==> src/rtl/alu_arb_pkg.sv <==
// -----------------------------------------------------------------------------
// alu_arb_pkg
//   Shared types and constants for the ALU arbiter slice.
//   - aluop_e      : 4-bit ALU opcode encoding (ADD=0 .. SRA=9)
//   - NUM_ALU_OPS  : number of legal opcodes; anything at or above is illegal
//   - DEFAULT_XLEN : default operand/result width
//   - is_legal_op  : opcode legality helper
// -----------------------------------------------------------------------------
package alu_arb_pkg;

   typedef enum logic [3:0] {
      ALU_ADD  = 4'd0,
      ALU_SUB  = 4'd1,
      ALU_OR   = 4'd2,
      ALU_XOR  = 4'd3,
      ALU_AND  = 4'd4,
      ALU_SLT  = 4'd5,
      ALU_SLTU = 4'd6,
      ALU_SLL  = 4'd7,
      ALU_SRL  = 4'd8,
      ALU_SRA  = 4'd9
   } aluop_e;

   localparam int unsigned NUM_ALU_OPS  = 10;
   localparam int unsigned DEFAULT_XLEN = 32;

   function automatic logic is_legal_op(input logic [3:0] op);
      return (op < 4'(NUM_ALU_OPS));
   endfunction

endpackage

==> src/rtl/alu_arbiter_alu.sv <==
// -----------------------------------------------------------------------------
// alu_core
//   Combinational integer ALU shared by the arbiter.
//   Ports:
//     a_i      [XLEN-1:0] operand 1
//     b_i      [XLEN-1:0] operand 2 (arithmetic/logic ops)
//     shamt_i  [4:0]      pre-masked shift amount
//     op_i     [3:0]      opcode (aluop_e); illegal codes yield 0
//     result_o [XLEN-1:0] result
// -----------------------------------------------------------------------------
module alu_core
   import alu_arb_pkg::*;
#(
   parameter int XLEN = DEFAULT_XLEN
) (
   input  logic [XLEN-1:0] a_i,
   input  logic [XLEN-1:0] b_i,
   input  logic [4:0]      shamt_i,
   input  logic [3:0]      op_i,
   output logic [XLEN-1:0] result_o
);

   always_comb begin
      result_o = '0;
      case (op_i)
         ALU_ADD:  result_o = a_i + b_i;
         ALU_SUB:  result_o = a_i - b_i;
         ALU_OR:   result_o = a_i | b_i;
         ALU_XOR:  result_o = a_i ^ b_i;
         ALU_AND:  result_o = a_i & b_i;
         ALU_SLT:  result_o = {{(XLEN-1){1'b0}}, ($signed(a_i) < $signed(b_i))};
         ALU_SLTU: result_o = {{(XLEN-1){1'b0}}, (a_i < b_i)};
         ALU_SLL:  result_o = a_i << shamt_i;
         ALU_SRL:  result_o = a_i >> shamt_i;
         ALU_SRA:  result_o = XLEN'($signed(a_i) >>> shamt_i);
         default:  result_o = '0;
      endcase
   end

endmodule

==> src/rtl/alu_arbiter_rr_arbiter.sv <==
// -----------------------------------------------------------------------------
// rr_arbiter
//   Combinational round-robin grant selection. The pointer register lives in
//   the parent; this block only searches from ptr_i+1 with wrap-around.
//   Ports:
//     req_i     [NUM_REQ-1:0] request vector
//     advance_i               grant enable (downstream can accept)
//     ptr_i     [ID_W-1:0]    index of the last granted requester
//     grant_o   [NUM_REQ-1:0] one-hot grant, zero when no request/advance
//     idx_o     [ID_W-1:0]    encoded index of the winning requester
// -----------------------------------------------------------------------------
module rr_arbiter #(
   parameter int NUM_REQ = 2,
   parameter int ID_W    = (NUM_REQ > 1) ? $clog2(NUM_REQ) : 1
) (
   input  logic [NUM_REQ-1:0] req_i,
   input  logic               advance_i,
   input  logic [ID_W-1:0]    ptr_i,
   output logic [NUM_REQ-1:0] grant_o,
   output logic [ID_W-1:0]    idx_o
);

   logic        found;
   int unsigned cand;

   always_comb begin
      grant_o = '0;
      idx_o   = '0;
      found   = 1'b0;
      cand    = 0;
      // Offsets 1..NUM_REQ visit every index once, ending at the pointer itself,
      // so a lone persistent requester is still found.
      for (int unsigned k = 1; k <= NUM_REQ; k++) begin
         cand = (32'(ptr_i) + k) % NUM_REQ;
         if (!found && req_i[cand]) begin
            found = 1'b1;
            idx_o = ID_W'(cand);
         end
      end
      if (found && advance_i) begin
         grant_o[idx_o] = 1'b1;
      end
   end

endmodule

==> src/rtl/alu_arbiter.sv <==
// -----------------------------------------------------------------------------
// alu_arbiter
//   Round-robin shares one combinational ALU between NUM_REQ requesters and
//   returns results through a single registered response slot tagged with the
//   requester ID (1-cycle service latency).
//   Optional feature macro: ALU_ARBITER_ERR_EN (adds resp_err for illegal ops).
//   Ports:
//     clk, rst                       clock, async active-high reset
//     req_valid  [NUM_REQ-1:0]       request valid per requester
//     req_ready  [NUM_REQ-1:0]       request accept, one-hot or zero
//     req_op1    [NUM_REQ*XLEN-1:0]  packed operand 1 (slice i = requester i)
//     req_op2    [NUM_REQ*XLEN-1:0]  packed operand 2
//     req_aluop  [NUM_REQ*4-1:0]     packed 4-bit opcode
//     resp_valid                     response slot occupied
//     resp_ready                     consumer accepts response
//     resp_id    [ID_W-1:0]          owner of resp_result
//     resp_result[XLEN-1:0]          ALU result
//     resp_err                       (ALU_ARBITER_ERR_EN only) illegal opcode
// -----------------------------------------------------------------------------
module alu_arbiter
   import alu_arb_pkg::*;
#(
   parameter int NUM_REQ = 2,
   parameter int XLEN    = DEFAULT_XLEN,
   parameter int ID_W    = (NUM_REQ > 1) ? $clog2(NUM_REQ) : 1
) (
   input  logic                    clk,
   input  logic                    rst,
   input  logic [NUM_REQ-1:0]      req_valid,
   output logic [NUM_REQ-1:0]      req_ready,
   input  logic [NUM_REQ*XLEN-1:0] req_op1,
   input  logic [NUM_REQ*XLEN-1:0] req_op2,
   input  logic [NUM_REQ*4-1:0]    req_aluop,
   output logic                    resp_valid,
   input  logic                    resp_ready,
   output logic [ID_W-1:0]         resp_id,
   output logic [XLEN-1:0]         resp_result
`ifdef ALU_ARBITER_ERR_EN
   ,
   output logic                    resp_err
`endif
);

   logic [ID_W-1:0] ptr_q, ptr_d;
   logic            resp_valid_q, resp_valid_d;
   logic [ID_W-1:0] resp_id_q, resp_id_d;
   logic [XLEN-1:0] resp_result_q, resp_result_d;

   logic            can_accept;
   logic            advance;
   logic            xfer;
   logic [ID_W-1:0] win_idx;
   logic [XLEN-1:0] sel_op1;
   logic [XLEN-1:0] sel_op2;
   logic [3:0]      sel_op;
   logic [4:0]      shamt;
   logic [XLEN-1:0] alu_result;

   // Slot frees up in the same cycle it drains, so issue can continue back-to-back.
   assign can_accept = !resp_valid_q || resp_ready;
   assign advance    = can_accept && !rst;

   rr_arbiter #(
      .NUM_REQ (NUM_REQ),
      .ID_W    (ID_W)
   ) u_rr (
      .req_i     (req_valid),
      .advance_i (advance),
      .ptr_i     (ptr_q),
      .grant_o   (req_ready),
      .idx_o     (win_idx)
   );

   assign xfer = |(req_valid & req_ready);

   always_comb begin
      sel_op1 = '0;
      sel_op2 = '0;
      sel_op  = '0;
      for (int unsigned i = 0; i < NUM_REQ; i++) begin
         if (win_idx == ID_W'(i)) begin
            sel_op1 = req_op1[i*XLEN +: XLEN];
            sel_op2 = req_op2[i*XLEN +: XLEN];
            sel_op  = req_aluop[i*4 +: 4];
         end
      end
   end

   assign shamt = sel_op2[4:0];

   alu_core #(
      .XLEN (XLEN)
   ) u_alu (
      .a_i      (sel_op1),
      .b_i      (sel_op2),
      .shamt_i  (shamt),
      .op_i     (sel_op),
      .result_o (alu_result)
   );

   always_comb begin
      ptr_d         = ptr_q;
      resp_valid_d  = resp_valid_q;
      resp_id_d     = resp_id_q;
      resp_result_d = resp_result_q;
      if (xfer) begin
         ptr_d         = win_idx;
         resp_valid_d  = 1'b1;
         resp_id_d     = win_idx;
         resp_result_d = alu_result;
      end else if (resp_ready) begin
         resp_valid_d  = 1'b0;
      end
   end

   always_ff @(posedge clk or posedge rst) begin
      if (rst) begin
         ptr_q         <= ID_W'(NUM_REQ - 1);
         resp_valid_q  <= 1'b0;
         resp_id_q     <= '0;
         resp_result_q <= '0;
      end else begin
         ptr_q         <= ptr_d;
         resp_valid_q  <= resp_valid_d;
         resp_id_q     <= resp_id_d;
         resp_result_q <= resp_result_d;
      end
   end

   assign resp_valid  = resp_valid_q;
   assign resp_id     = resp_id_q;
   assign resp_result = resp_result_q;

`ifdef ALU_ARBITER_ERR_EN
   logic resp_err_q, resp_err_d;

   always_comb begin
      resp_err_d = resp_err_q;
      if (xfer) begin
         resp_err_d = !is_legal_op(sel_op);
      end
   end

   always_ff @(posedge clk or posedge rst) begin
      if (rst) begin
         resp_err_q <= 1'b0;
      end else begin
         resp_err_q <= resp_err_d;
      end
   end

   assign resp_err = resp_err_q;
`endif

endmodule

==> config.mk <==
export PLATFORM = sky130hd
export DESIGN_NAME = alu_arbiter
export DESIGN_NICKNAME = d
export VERILOG_FILES = /design/src/rtl/alu_arb_pkg.sv /design/src/rtl/alu_arbiter_alu.sv /design/src/rtl/alu_arbiter_rr_arbiter.sv /design/src/rtl/alu_arbiter.sv
export SDC_FILE = /design/constraint.sdc
export NUM_CORES = 1
export LEC_CHECK = 0
export CORE_ASPECT_RATIO = 1.75
export CORE_MARGIN = 4
export CORE_UTILIZATION = 58
export CTS_CLUSTER_DIAMETER = 100
export DETAILED_ROUTE_END_ITERATION = 8
export PLACE_DENSITY = 0.84
export SYNTH_ARGS = -nofsm -noshare
export SYNTH_HDL_FRONTEND = slang
export SYNTH_SLANG_ARGS = --single-unit
==> constraint.sdc <==
create_clock -name clk -period 5.2 [get_ports clk]
set_input_delay 0.52 -clock clk [delete_from_list [all_inputs] [get_ports clk]]
set_output_delay 0.52 -clock clk [all_outputs]
set_load 0.1 [all_outputs]
==> results.txt <==
Register bit count reported by yosys: 35
Wire per inst: 25.75 um
Worst VDD drop: 0.1895 mV
HP Class: reg -> reg
Total Routed Length: 59250 um
Clock Path Buffers: 2
Remaining DRCs: 0
Number of cells on the worst hold path: 1
Number of warnings reported in the yosys synthesis log: 0
Number of hold violations in the final report: 0
Antenna violation net count after detailed routing: 0
Setup slack, reg-to-reg: 0.57 ns
Achievable clock frequency: 207.0 MHz
CP top delay family: compound AO/OA/AOI/OAI gates
Final design utilization: 0.6917
Combinational fraction of design power: 0.791
Number of ports placed on the die boundary: 177
Placeable core region: 21590 um^2
Count of instances resized after the clock tree is built: 0
Cell area after placement: 14760 um^2
Max capacitance violation total: 0
Syn_nets: 2151
Cell count of the worst reg-to-reg path: 11
Unique masters post-synth: 94
Proportion of layout cells with a drive suffix above 1: 0.07516
Total instance count after detailed placement: 2293
Final std cell area, no fill: 14930 um^2
Proportion of power drawn by flip-flops and latches: 0.101
Via count of the first global-routing pass: 15846
Critical path depth: 12
Clock network fraction of design power: 0.107
Final cell count without fillers: 2301
Core Rows: 71
Clock latency on the worst-skew pair: 0.30 ns
Worst slew margin: 0.09109
Internal Pwr Total: 0.001476 W
Antenna diode count: 0
Port buffer count: 176
First-pass GRT wire length: 89840 um
Hold wc startpoint: resp_id
Via/cell ratio: 7.102
Setup bufs post-CTS: 0
Largest net degree at the start of global routing: 91
Final min period: 4.831 ns
Post-detailed-placement half-perimeter wirelength: 45830 um
Switching fraction of total power: 0.5844
Number of enable-type register cells in the synthesized netlist: 0
Synth-to-layout area growth: 17.29%
Number of buffers created by CTS: 5
Setup repair after global routing missed its margin: no
Weighted congestion at the end of routability-driven global placement: 1.154
DR pass1 iterations: 6
Critical-path cell list: clkdlybuf4s50_1 -> a21bo_4 -> buf_4 -> buf_4 -> nand2_1 -> nand2_1 -> ha_1 -> o2111ai_1 -> o21ai_0 -> a221oi_1 -> nand3_1 -> a221o_1
Count of buffering cells on the critical path with inverters included: 3
Die width: 120.0 um
Critical path data required time: 5.38 ns
Run status: finished clean
Final Setup Violations: 0
Overflow left after global routing: 0
Synthesized instance count: 1910
Max-slew violations: 0
# clock sinks: 35
Number of nets in the layout: 2249
Maximum single-stage delay on the critical path: 0.68 ns
Pin slew with the least headroom to its limit: 1.349 ns
H-tree Lvls: 2
Top cell type's share of synthesized area: 0.1407
Crit-path slowest cell: sky130_fd_sc_hd__a221oi_1
Post-CTS Hold Buffers: 0
Crit path capture type: register
Maximum fanout count along the critical path: 30
Syn avg cell area: 6.665 um^2
WS Path Type: in -> reg
Die Y-Extent: 204.0 um
Launching element of the worst setup path: req_valid[0]
Filler cells: 1939
Fin Setup TNS: 0 ns
DIE AREA: 24480 um^2
CTS root buf: sky130_fd_sc_hd__clkbuf_16
Crit path launch type: primary input
Static Leak: 6.631 nW
Leading cell type in the layout, fill and taps excluded: sky130_fd_sc_hd__nand2_1
Iteration-0 DRC count of the detailed router: 2211
CP Data Arrival Time: 5.01 ns
Most frequent cells in the layout: sky130_fd_sc_hd__nand2_1, sky130_fd_sc_hd__a21oi_1, sky130_fd_sc_hd__mux2i_1
Number of vias in the routed layout: 16341
Sequential cell area fraction in the yosys report: 0.06889
Final Skew: 0.008771 ns
Synth top area cells: sky130_fd_sc_hd__mux2i_1, sky130_fd_sc_hd__nand2_1, sky130_fd_sc_hd__ha_1
Final Cycle Share: 0.9290
Starting density of the core: 0.5898
Cell area after technology mapping: 12730 um^2
Main flop type after synthesis: sky130_fd_sc_hd__dfrtp_1
NetSw: 0.002075 W
Yosys top cell by area: sky130_fd_sc_hd__mux2i_1
Antenna violations before repair: 0
Total global-route track usage: 0.4668
Clock Pin Slew Worst Setup and Hold Paths: 0.07 ns
Power density over cell area: 237.8 nW/um^2
FFs w/ async S/R, synth: 1.000
Clock tree from TritonCTS: yes
Critical R2R Launch: ptr_q
-- flip-flops by register name (all words and copies together) (netlist names) --
register,count
resp_valid,1
ptr_q,1
resp_result,32
resp_id,1
-- through the flow --
stage,hold WS (ns),setup WS (ns),power [W]
2_1_floorplan,0.5084,0.4969,0.002222
3_3_place_gp,0.4582,0.4925,0.003029
3_5_place_dp,0.4658,0.3942,0.003056
4_1_cts,0.4816,0.6720,0.003452
5_1_grt,0.5162,0.3217,0.003715
6_report,0.4824,0.3690,0.003551
-- final cells by class --
| cell class | instances | area [um^2] | area share |
|---|---|---|---|
| Inverter | 95 | 359.1 | 0.02405 |
| Clock buffer | 5 | 125.1 | 0.008379 |
| Sequential cell | 35 | 877.1 | 0.05874 |
| Tap cell | 292 | 365.4 | 0.02447 |
| Timing Repair Buffer | 241 | 2260 | 0.1513 |
| Multi-Input combinational cell | 1630 | 10900 | 0.7301 |
| Clock inverter | 3 | 43.79 | 0.002933 |
-- worst reg2reg max path, cell delays in order, from the launching register on --
cell                        delay, ns
sky130_fd_sc_hd__dfstp_2         0.60
sky130_fd_sc_hd__a21bo_4         0.48
sky130_fd_sc_hd__buf_4           0.39
sky130_fd_sc_hd__buf_4           0.39
sky130_fd_sc_hd__nand2_1         0.10
sky130_fd_sc_hd__nand2_1         0.14
sky130_fd_sc_hd__ha_1            0.36
sky130_fd_sc_hd__o2111ai_1       0.13
sky130_fd_sc_hd__o21ai_0         0.53
sky130_fd_sc_hd__a221oi_1        0.68
sky130_fd_sc_hd__nand3_1         0.30
sky130_fd_sc_hd__a221o_1         0.40
-- cells by family (layout without fill, tap and decap cells) --
family | Yosys count | in the layout | share of synthesized area
buf+inv | 245 | 344 | 0.08187
xor+xnor | 14 | 14 | 0.009632
compound gates | 646 | 646 | 0.3343
simple gates | 649 | 649 | 0.2199
flops | 35 | 35 | 0.06890
mux | 221 | 221 | 0.1860
fa+ha+maj | 100 | 100 | 0.09946
-- cells in the mapped netlist (all sizes together) (7+ instances only) --
master,count
a211oi,45
a21o,25
a21oi,208
a221o,13
a221oi,26
a22oi,13
a31oi,28
and2,8
and3,9
buf,75
clkbuf,75
dfrtp,34
ha,98
inv,92
mux2,33
mux2i,182
nand2,342
nand2b,12
nand3,23
nand4,9
nor2,149
nor2b,35
nor3,26
nor4,12
o2111ai,9
o211ai,22
o21a,10
o21ai,114
o21bai,17
o221ai,18
o22ai,15
o31ai,19
or3,7
xnor2,12
-- worst paths after layout --
check,end
setup / recovery,resp_result[0]
hold / removal,resp_id
setup reg to reg,resp_result[0]
hold reg to reg,resp_id
max in group asynchronous,resp_result[28]
min in group asynchronous,resp_result[12]
-- power groups by stage --
stage          Sequential [W]  Clock, W  Combinational, W
2_1_floorplan        0.000683         0           0.00154
3_3_place_gp         0.000361         0           0.00267
3_5_place_dp         0.000361         0           0.00270
4_1_cts              0.000358  0.000385           0.00271
5_1_grt              0.000363  0.000390           0.00296
6_report             0.000360  0.000381           0.00281
-- routing by layer --
| metal | vias up | GRT usage | wire length (um) |
|---|---|---|---|
| met2 | 1255 | 0.7345 | 26050 |
| met5 | - | 0 | 0 |
| li1 | 7152 | - | - |
| met1 | 7535 | 0.5400 | 20780 |
| met3 | 399 | 0.09776 | 6241 |
| met4 | 0 | 0.3839 | 6175 |
No activity file was read; power rests on OpenSTA's default activity.
